File: config.mk
export PLATFORM = sky130hd
export DESIGN_NAME = traffic_ctrl_param_flat
export DESIGN_NICKNAME = d
export VERILOG_FILES = /design/src/rtl/traffic_ctrl_param_if.sv /design/src/rtl/traffic_ctrl_param.sv /design/src/flat_wrapper.sv
export SDC_FILE = /design/constraint.sdc
export NUM_CORES = 1
export LEC_CHECK = 0
export BUFFER_PORTS_ARGS = -buffer_cell sky130_fd_sc_hd__buf_4
export CAP_MARGIN = 20
export CORE_AREA = 5 5 52 63
export CTS_CLUSTER_DIAMETER = 100
export DETAILED_ROUTE_END_ITERATION = 7
export DIE_AREA = 0 0 57 68
export PLACE_DENSITY = 0.83
export SKIP_LAST_GASP = 1
export SLEW_MARGIN = 20
export SYNTH_ARGS = -nofsm -noshare
export SYNTH_HDL_FRONTEND = slang
export SYNTH_SLANG_ARGS = --single-unit
export TNS_END_PERCENT = 50
File: constraint.sdc
create_clock -name CLK -period 2.35 [get_ports CLK]
set_clock_uncertainty 0.05 [all_clocks]
set_input_delay 0.235 -clock CLK [delete_from_list [all_inputs] [get_ports CLK]]
set_output_delay 0.235 -clock CLK [all_outputs]
set_load 0.05 [all_outputs]
File: src/rtl/traffic_ctrl_param_if.sv
// Signal bundle between the intersection controller and its environment:
// sensor/button inputs toward the controller, lamp and WALK outputs back.
interface traffic_ctrl_param_if;
  logic T;
  logic PED;
  logic FLASH;
  logic GN, YN, RN;
  logic GE, YE, RE;
  logic WALK;

  modport master (
    output T, PED, FLASH,
    input  GN, YN, RN, GE, YE, RE, WALK
  );

  modport slave (
    input  T, PED, FLASH,
    output GN, YN, RN, GE, YE, RE, WALK
  );
endinterface

File: src/rtl/traffic_ctrl_param.sv
// Two-road (north main / east side) signal controller with tick-based phase
// timing, all-red clearance, east green extension, latched WALK and flash mode.
module traffic_ctrl_param #(
  parameter int TICK_DIV  = 20,
  parameter int GREEN_T   = 8,
  parameter int YELLOW_T  = 3,
  parameter int ALLRED_T  = 1,
  parameter int MAX_GREEN = 16,
  parameter int CNT_W     = 8
) (
  input  logic                  CLK,
  input  logic                  CLR_N,
  traffic_ctrl_param_if.slave   bus
);

  typedef enum logic [2:0] {
    S_NS_GRN, S_NS_YEL, S_AR1, S_EW_GRN, S_EW_YEL, S_AR2, S_FLASH
  } state_t;

  localparam logic [CNT_W-1:0] ONE         = CNT_W'(1);
  localparam logic [CNT_W-1:0] DIV_LAST    = CNT_W'(TICK_DIV - 1);
  localparam logic [CNT_W-1:0] GREEN_LAST  = CNT_W'(GREEN_T - 1);
  localparam logic [CNT_W-1:0] YELLOW_LAST = CNT_W'(YELLOW_T - 1);
  localparam logic [CNT_W-1:0] ALLRED_LAST = CNT_W'(ALLRED_T - 1);
  localparam logic [CNT_W-1:0] MAX_LAST    = CNT_W'(MAX_GREEN - 1);

  state_t           state_q, state_d;
  logic [CNT_W-1:0] presc_q, timer_q;
  logic             tick, state_chg;
  logic             ped_pend_q, walk_act_q, flash_ph_q;
  logic             enter_ew_grn, leave_ew_grn;

  assign tick         = (presc_q == DIV_LAST);
  assign state_chg    = (state_d != state_q);
  assign enter_ew_grn = (state_q == S_AR1) && (state_d == S_EW_GRN);
  assign leave_ew_grn = (state_q == S_EW_GRN) && (state_d == S_EW_YEL);

  // NOTE: sequential state uses non-blocking assignments so every register
  // samples pre-edge values regardless of block ordering.
  always_ff @(posedge CLK or negedge CLR_N) begin
    if (!CLR_N) presc_q <= '0;
    else        presc_q <= tick ? '0 : presc_q + ONE;
  end

  always_ff @(posedge CLK or negedge CLR_N) begin
    if (!CLR_N) state_q <= S_NS_GRN;
    else        state_q <= state_d;
  end

  // NOTE: state_d gets a default before the case so no path leaves it
  // unassigned, which would otherwise infer a latch.
  always_comb begin
    state_d = state_q;
    case (state_q)
      S_NS_GRN: if (tick && timer_q >= GREEN_LAST && (bus.T || ped_pend_q))
                  state_d = S_NS_YEL;
      S_NS_YEL: if (tick && timer_q == YELLOW_LAST) state_d = S_AR1;
      S_AR1:    if (tick && timer_q == ALLRED_LAST) state_d = S_EW_GRN;
      S_EW_GRN: if (tick && timer_q >= GREEN_LAST && (!bus.T || timer_q == MAX_LAST))
                  state_d = S_EW_YEL;
      S_EW_YEL: if (tick && timer_q == YELLOW_LAST) state_d = S_AR2;
      S_AR2:    if (tick && timer_q == ALLRED_LAST) state_d = S_NS_GRN;
      S_FLASH:  state_d = S_AR2;
      default:  state_d = S_NS_GRN;
    endcase
    // Flash mode overrides everything and is not tick-gated.
    if (bus.FLASH) state_d = S_FLASH;
  end

  always_ff @(posedge CLK or negedge CLR_N) begin
    if (!CLR_N)                     timer_q <= '0;
    else if (state_chg)             timer_q <= '0;
    else if (tick && timer_q != '1) timer_q <= timer_q + ONE;
  end

  always_ff @(posedge CLK or negedge CLR_N) begin
    if (!CLR_N) begin
      ped_pend_q <= 1'b0;
      walk_act_q <= 1'b0;
      flash_ph_q <= 1'b0;
    end else begin
      if (bus.PED)           ped_pend_q <= 1'b1;
      else if (enter_ew_grn) ped_pend_q <= 1'b0;

      if (state_d == S_FLASH)  walk_act_q <= 1'b0;
      else if (enter_ew_grn)   walk_act_q <= ped_pend_q;
      else if (leave_ew_grn)   walk_act_q <= 1'b0;

      // Phase restarts lit on entry so the flash is visible immediately.
      if (state_d == S_FLASH) begin
        if (state_q != S_FLASH) flash_ph_q <= 1'b1;
        else if (tick)          flash_ph_q <= ~flash_ph_q;
      end
    end
  end

  logic gn, yn, rn, ge, ye, re, walk;

  always_comb begin
    {gn, yn, rn, ge, ye, re, walk} = '0;
    case (state_q)
      S_NS_GRN: begin gn = 1'b1; re = 1'b1; end
      S_NS_YEL: begin yn = 1'b1; re = 1'b1; end
      S_EW_GRN: begin rn = 1'b1; ge = 1'b1; walk = walk_act_q; end
      S_EW_YEL: begin rn = 1'b1; ye = 1'b1; end
      S_FLASH:  begin yn = flash_ph_q; re = flash_ph_q; end
      default:  begin rn = 1'b1; re = 1'b1; end
    endcase
  end

  assign bus.GN   = gn;
  assign bus.YN   = yn;
  assign bus.RN   = rn;
  assign bus.GE   = ge;
  assign bus.YE   = ye;
  assign bus.RE   = re;
  assign bus.WALK = walk;

endmodule

File: src/flat_wrapper.sv
// flat-port wrapper written by rule: the top's interface ports become plain ports
module traffic_ctrl_param_flat 
#(
  parameter int TICK_DIV  = 20,
  parameter int GREEN_T   = 8,
  parameter int YELLOW_T  = 3,
  parameter int ALLRED_T  = 1,
  parameter int MAX_GREEN = 16,
  parameter int CNT_W     = 8
)
  (CLK, CLR_N, bus_T, bus_PED, bus_FLASH, bus_GN, bus_YN, bus_RN, bus_GE, bus_YE, bus_RE, bus_WALK);
  traffic_ctrl_param_if bus_i ();
  input  logic CLK;
  input  logic CLR_N;
  input wire logic [$bits(bus_i.T)-1:0] bus_T;
  input wire logic [$bits(bus_i.PED)-1:0] bus_PED;
  input wire logic [$bits(bus_i.FLASH)-1:0] bus_FLASH;
  output wire logic [$bits(bus_i.GN)-1:0] bus_GN;
  output wire logic [$bits(bus_i.YN)-1:0] bus_YN;
  output wire logic [$bits(bus_i.RN)-1:0] bus_RN;
  output wire logic [$bits(bus_i.GE)-1:0] bus_GE;
  output wire logic [$bits(bus_i.YE)-1:0] bus_YE;
  output wire logic [$bits(bus_i.RE)-1:0] bus_RE;
  output wire logic [$bits(bus_i.WALK)-1:0] bus_WALK;
  assign bus_i.T = bus_T;
  assign bus_i.PED = bus_PED;
  assign bus_i.FLASH = bus_FLASH;
  assign bus_GN = bus_i.GN;
  assign bus_YN = bus_i.YN;
  assign bus_RN = bus_i.RN;
  assign bus_GE = bus_i.GE;
  assign bus_YE = bus_i.YE;
  assign bus_RE = bus_i.RE;
  assign bus_WALK = bus_i.WALK;
  traffic_ctrl_param #(.TICK_DIV(TICK_DIV), .GREEN_T(GREEN_T), .YELLOW_T(YELLOW_T), .ALLRED_T(ALLRED_T), .MAX_GREEN(MAX_GREEN), .CNT_W(CNT_W)) u_core (.CLK(CLK), .CLR_N(CLR_N), .bus(bus_i));
endmodule
# [Yosys cells after proc, flatten, opt, wreduce, memory -nomap -nowiden]
# Cells that the tools add are included.
[op_classes] n_lt_le_gt_ge=1 n_eq_ne=15 n_bitwise=1 mux=25 add_sub_neg=2 n_reduce_logical=20
[op_table] op="8-bit two-way mux" n=3
[op_table] op="3-bit two-way mux" n=7
[op_table] op="3-bit one-hot mux with 7 select lines" n=1
[op_table] op="8-bit by 1-bit adder with 8-bit output (second input constant)" n=2
[op_table] op="3-bit equality test (second input constant)" n=5
[op_table] op="1-bit two-way mux" n=12
[op_table] op="3-bit by 2-bit equality test with 1-bit output (second input constant)" n=3
[op_table] op="8-bit by 2-bit equality test with 1-bit output (second input constant)" n=1
[op_table] op="8-bit by 4-bit equality test with 1-bit output (second input constant)" n=1
[op_table] op="8-bit by 5-bit equality test with 1-bit output (second input constant)" n=1
[op_table] op="8-bit by 3-bit greater-or-equal comparator with 1-bit output (second input constant)" n=1
[op_table] op="1-bit logical AND" n=8
[op_table] op="8-bit zero test" n=1
[op_table] op="8-bit != test (second input constant)" n=1
[op_table] op="2-bit nonzero test" n=3
[op_table] op="1-bit one-hot mux with 2 select lines" n=2
[op_table] op="3-bit by 1-bit equality test with 1-bit output (second input constant)" n=1
[op_table] op="3-bit zero test" n=1
[op_table] op="3-bit != test" n=1
[op_table] op="3-bit != test (second input constant)" n=1
[op_table] op="3-bit nonzero test" n=1
[op_table] op="3-bit OR reduction" n=1
[op_table] op="1-bit logical OR" n=2
[op_table] op="2-bit AND reduction" n=1
[op_table] op="other kinds (3)" n=3
[totals] inputBits=5 register_bits=22 wordCells=70 out_inout_bits=7

# [Depth between registers and ports, before layout]
[logic_depth] word_depth=11 mapped_depth=8 mapped_depth_nobuf=8

# [Worst setup path after synthesis]
# No wires, ideal clock.
[synth_timing] kind="register -> output" startpoint="register u_core.state_q[0]" endpoint="output port bus_WALK" stages_incl_launch_ff=5 t_arrival_ns=1.934 setup_slack_ns=0.131 n_path_buf=1 path_cell_list="dfrtp_1 > clkbuf_1 > nand2_1 > nor2_1 > and2_1"
[synth_via] elab_chain_cells=2
[synth_lines] item="start, declared" line="traffic_ctrl_param.sv:27" text="state_t state_q, state_d;"
[synth_lines] item="start signal, assigned" line="traffic_ctrl_param.sv:47" text="else state_q <= state_d;"
[synth_lines] item="3-bit by 2-bit equality test with 1-bit output" line="traffic_ctrl_param.sv:101" text="case (state_q)"
[synth_lines] item="1-bit two-way mux" line="traffic_ctrl_param.sv:101"
[synth_lines] item="end, declared" line="flat_wrapper.sv:24" text="output wire logic [$bits(bus_i.WALK)-1:0] bus_WALK;"
# Every way passes these cells.

# [Worst setup path in the final report]
[layout_timing] startpoint="register u_core.timer_q[4]" endpoint="register u_core.timer_q[2]"
[layout_via] elab_chain_cells=8 word_cells_on_any_way=23
[layout_lines] item="start, declared" line="traffic_ctrl_param.sv:28" text="logic [CNT_W-1:0] presc_q, timer_q;"
[layout_lines] item="start signal, assigned" line="traffic_ctrl_param.sv:73" text="else if (tick && timer_q != '1) timer_q <= timer_q + ONE;"
[layout_lines] item="8-bit by 3-bit greater-or-equal comparator with 1-bit output or 8-bit by 4-bit equality test with 1-bit output (tied branches)" line="traffic_ctrl_param.sv:55, traffic_ctrl_param.sv:59"
[layout_lines] item="1-bit logical AND or 1-bit logical OR (tied branches)" line="traffic_ctrl_param.sv:55, traffic_ctrl_param.sv:59"
[layout_lines] item="1-bit logical AND (on tied branches)" line="traffic_ctrl_param.sv:59, traffic_ctrl_param.sv:55"
[layout_lines] item="3-bit two-way mux (on tied branches)" line="traffic_ctrl_param.sv:59, traffic_ctrl_param.sv:55"
[layout_lines] item="3-bit one-hot mux with 7 select lines" line="traffic_ctrl_param.sv:54" text="case (state_q)"
[layout_lines] item="3-bit two-way mux" line="traffic_ctrl_param.sv:67" text="if (bus.FLASH) state_d = S_FLASH;"
[layout_lines] item="3-bit != test" line="traffic_ctrl_param.sv:34" text="assign state_chg = (state_d != state_q);"
[layout_lines] item="8-bit two-way mux or 2-bit nonzero test (tied branches)"
# Several ways; a longest one is shown, not always the timed one.
# A chain may end at the register's enable or synchronous reset.

==> results.json <==
{
  "num_antenna_cells": 0,
  "overflow": 0,
  "fin_nets": 165,
  "ys_types": 43,
  "ys_seq_elements": 22,
  "outcome": "finished clean",
  "syn_area_sq_um": 1360,
  "layout_commonest_cell": "dfrtp_1",
  "fmax_mhz": 444,
  "post-route-period-util_pct": 95.8,
  "totalPowerFinal_mw": 0.783,
  "busiest_layer": "met2",
  "met2_usage_pct": 28.7,
  "clock_path_buffers": 2,
  "synthCells": 142,
  "dr.pass1.iters": 4,
  "power.density_nw_per_um2": 511,
  "drtIter0Drc": 44,
  "crit_required_ps": 2470,
  "setup_viol": 0,
  "cts_sinks": 22,
  "num_io_pins": 12,
  "wl_um": 2780,
  "die_area_sq_um": 3880,
  "syn_avg_cell_area_sq_um": 9.54,
  "p_leak_nw": 0.631,
  "crit_fanout": 8,
  "synth_top_cell_area_share_pct": 40.6,
  "worstHoldStart": "bus_PED",
  "worstSetupStartpoint": "u_core.timer_q[4]$_DFFE_PN0P_",
  "core_sq_um": 2680,
  "final_max_slew_viol_count": 0,
  "min_period_ps": 2250,
  "setup_tns_ps": 0,
  "ctsHtreeMaxLevel": 1,
  "io_buffers": 11,
  "synth_area_leaders": "dfrtp_1 41%, xnor2_1 5.2%, nor2_1 5.0%, nand2_1 4.2%, ha_1 3.7%",
  "start_util_pct": 50.6,
  "rr_startpoint": "u_core.timer_q[4]$_DFFE_PN0P_",
  "routedWlPerCell_um": 14.8,
  "area_growth_pct": 12.9,
  "hp-class": "primary input to register",
  "arrival_ps": 2370,
  "yosys.area.top_type": "dfrtp_1",
  "drc": 0,
  "crit_buf_inv": 0,
  "core.rowCount": 21,
  "crit_family": "compound AO/OA/AOI/OAI gates",
  "final_cell_mix": "22 x dfrtp_1, 18 x nor2_1, 15 x nand2_1",
  "relSlewSlack_pct": 71.2,
  "grt_pass1_wl_um": 4850,
  "ant_nets": 0,
  "critical_path.max_stage_delay_ps": 590,
  "die_h_um": 68,
  "clock_latency_ps": 290,
  "end_kind": "register",
  "startpoint_type": "register",
  "hold_violations": 0,
  "rsz0062_at_grt": "false",
  "grtUsageMet1_pct": 18.1,
  "grt_max_degree": 23,
  "hpwl_um": 2060,
  "crit_path_top_delay_cell": "or4_4",
  "postCtsSetupRepairBufs": 0,
  "grt_pass1_vias": 1108,
  "globalRouteMet3Util_pct": 2.26,
  "grt_usage_pct": 15.6,
  "synth_sequential_area_ratio_pct": 40.6,
  "numCtsBuffers": 3,
  "antenna_found_initial": 0,
  "clk_pin_slew_ps": 110,
  "path_cells": "or4_4 -> o21ai_1 -> o21a_2 -> o211ai_2 -> a311oi_4 -> nor2_1",
  "yosys_warnings": 0,
  "synth_fp_nets": 151,
  "cts_root_buf": "clkbuf_4",
  "cts_tree": "done",
  "fp.dieW_um": 57,
  "layout-drive-gt1-share_pct": 19.5,
  "maxCapViolCount": 0,
  "routabilityCongestion": 0.886,
  "irDropWorstVdd_uv": 463,
  "worst_slew_pin_slew_ps": 431,
  "vias": 1097,
  "criticalPathCategory": "register to register",
  "viasPerCell": 5.84
}
-- flip-flops by register name (all words and copies together) (netlist names) --
register / flops
u_core.ped_pend_q: 1
u_core.walk_act_q: 1
u_core.timer_q: 8
u_core.state_q: 3
u_core.flash_ph_q: 1
u_core.presc_q: 8
-- what timing repair did --
action	CTS	global route
hold endpoints to repair	22	0
gates resized for setup	0	4
setup endpoints to repair	0	1
hold buffers	1	0
-- routing by layer --
metal  vias up  routed length (um)  part of all wire [%]
li1        528                   -                     -
met1       529                1180                    42
met2        30                1440                    52
met3        10                 116                   4.2
met4         0                  46                   1.7
met5         -                   0                     0
-- cell families (layout without fill, tap and decap cells) --
group | after synthesis | after routing | synth area share [%]
adder cells (fa/ha/maj) | 4 | 4 | 3.69
multiplexers | 6 | 6 | 4.52
buffers and inverters | 11 | 23 | 3.42
flip-flops | 22 | 22 | 40.6
AND/OR/NAND/NOR | 64 | 64 | 25.4
AO/OA/AOI/OAI | 23 | 23 | 14.6
XOR/XNOR | 12 | 12 | 7.76
-- path summary, 6_finish.rpt --
kind | slack, ps | end | cells after the start
worst max-delay path | 100 | u_core.timer_q[2]$_DFFE_PN0P_ | 6
worst min-delay path | 130 | u_core.ped_pend_q$_DFFE_PN0P_ | 3
worst max register to register | 100 | u_core.timer_q[2]$_DFFE_PN0P_ | 6
worst min register to register | 430 | u_core.presc_q[0]$_DFF_PN0_ | 1
max in group asynchronous | 1730 | u_core.presc_q[2]$_DFF_PN0_ | 2
min in group asynchronous | 300 | u_core.presc_q[7]$_DFF_PN0_ | 2
-- cell usage after synthesis, drive strengths merged --
| library cell | n |
|---|---|
| buf | 2 |
| mux2 | 1 |
| o211ai | 1 |
| nand4bb | 1 |
| or2 | 2 |
| a2111oi | 2 |
| a311oi | 1 |
| and4 | 1 |
| nor3b | 3 |
| and3 | 5 |
| a21o | 1 |
| a41o | 1 |
| mux2i | 5 |
| nand4 | 2 |
| ha | 4 |
| a22o | 1 |
| nor3 | 2 |
| and2 | 1 |
| xnor2 | 8 |
| a21oi | 3 |
| or3 | 3 |
| a211o | 1 |
| xor2 | 4 |
| inv | 5 |
| o21ai | 4 |
| clkbuf | 4 |
| nand3b | 1 |
| nand2 | 15 |
| nor2 | 20 |
| o21a | 1 |
| a31oi | 4 |
| nand3 | 5 |
| dfrtp | 22 |
| or4 | 1 |
| nor4 | 1 |
| o21bai | 1 |
| a2111o | 2 |
| nor2b | 1 |
-- per-stage QoR --
step	hold slack, ps	utilization, %	worst slack [ps]	cells	instance area (sq um)
CTS	127	56.3	137	188	1510
global route	123	57.1	2.46	188	1530
floorplan	-111	-	131	142	1360
global placement	83.5	55.0	241	184	1480
finish	132	57.1	99.2	188	1530
detailed placement	93.7	55.0	168	184	1480
-- area by class of cell --
cell class	count	area (sq um)
Fill cell	252	1150
Clock buffer	3	22.5
Timing Repair Buffer	15	115
Inverter	5	18.8
Sequential cell	22	551
Tap cell	34	42.5
Multi-Input combinational cell	109	781
-- worst reg2reg max path, stage by stage, from the launching register on --
cell and delay, ps:
dfrtp_1 460, or4_4 590, o21ai_1 190, o21a_2 200, o211ai_2 130, a311oi_4 380, nor2_1 120
-- power breakdown --
group          total (mW)  internal (mW)  leakage, nW  switching, mW
clock               0.165         0.0596       0.0138          0.106
sequential          0.406          0.388        0.280         0.0180
combinational       0.211         0.0734        0.338          0.138
total               0.783          0.521        0.631          0.261
Note: power is estimated with default switching activity, not from simulation.
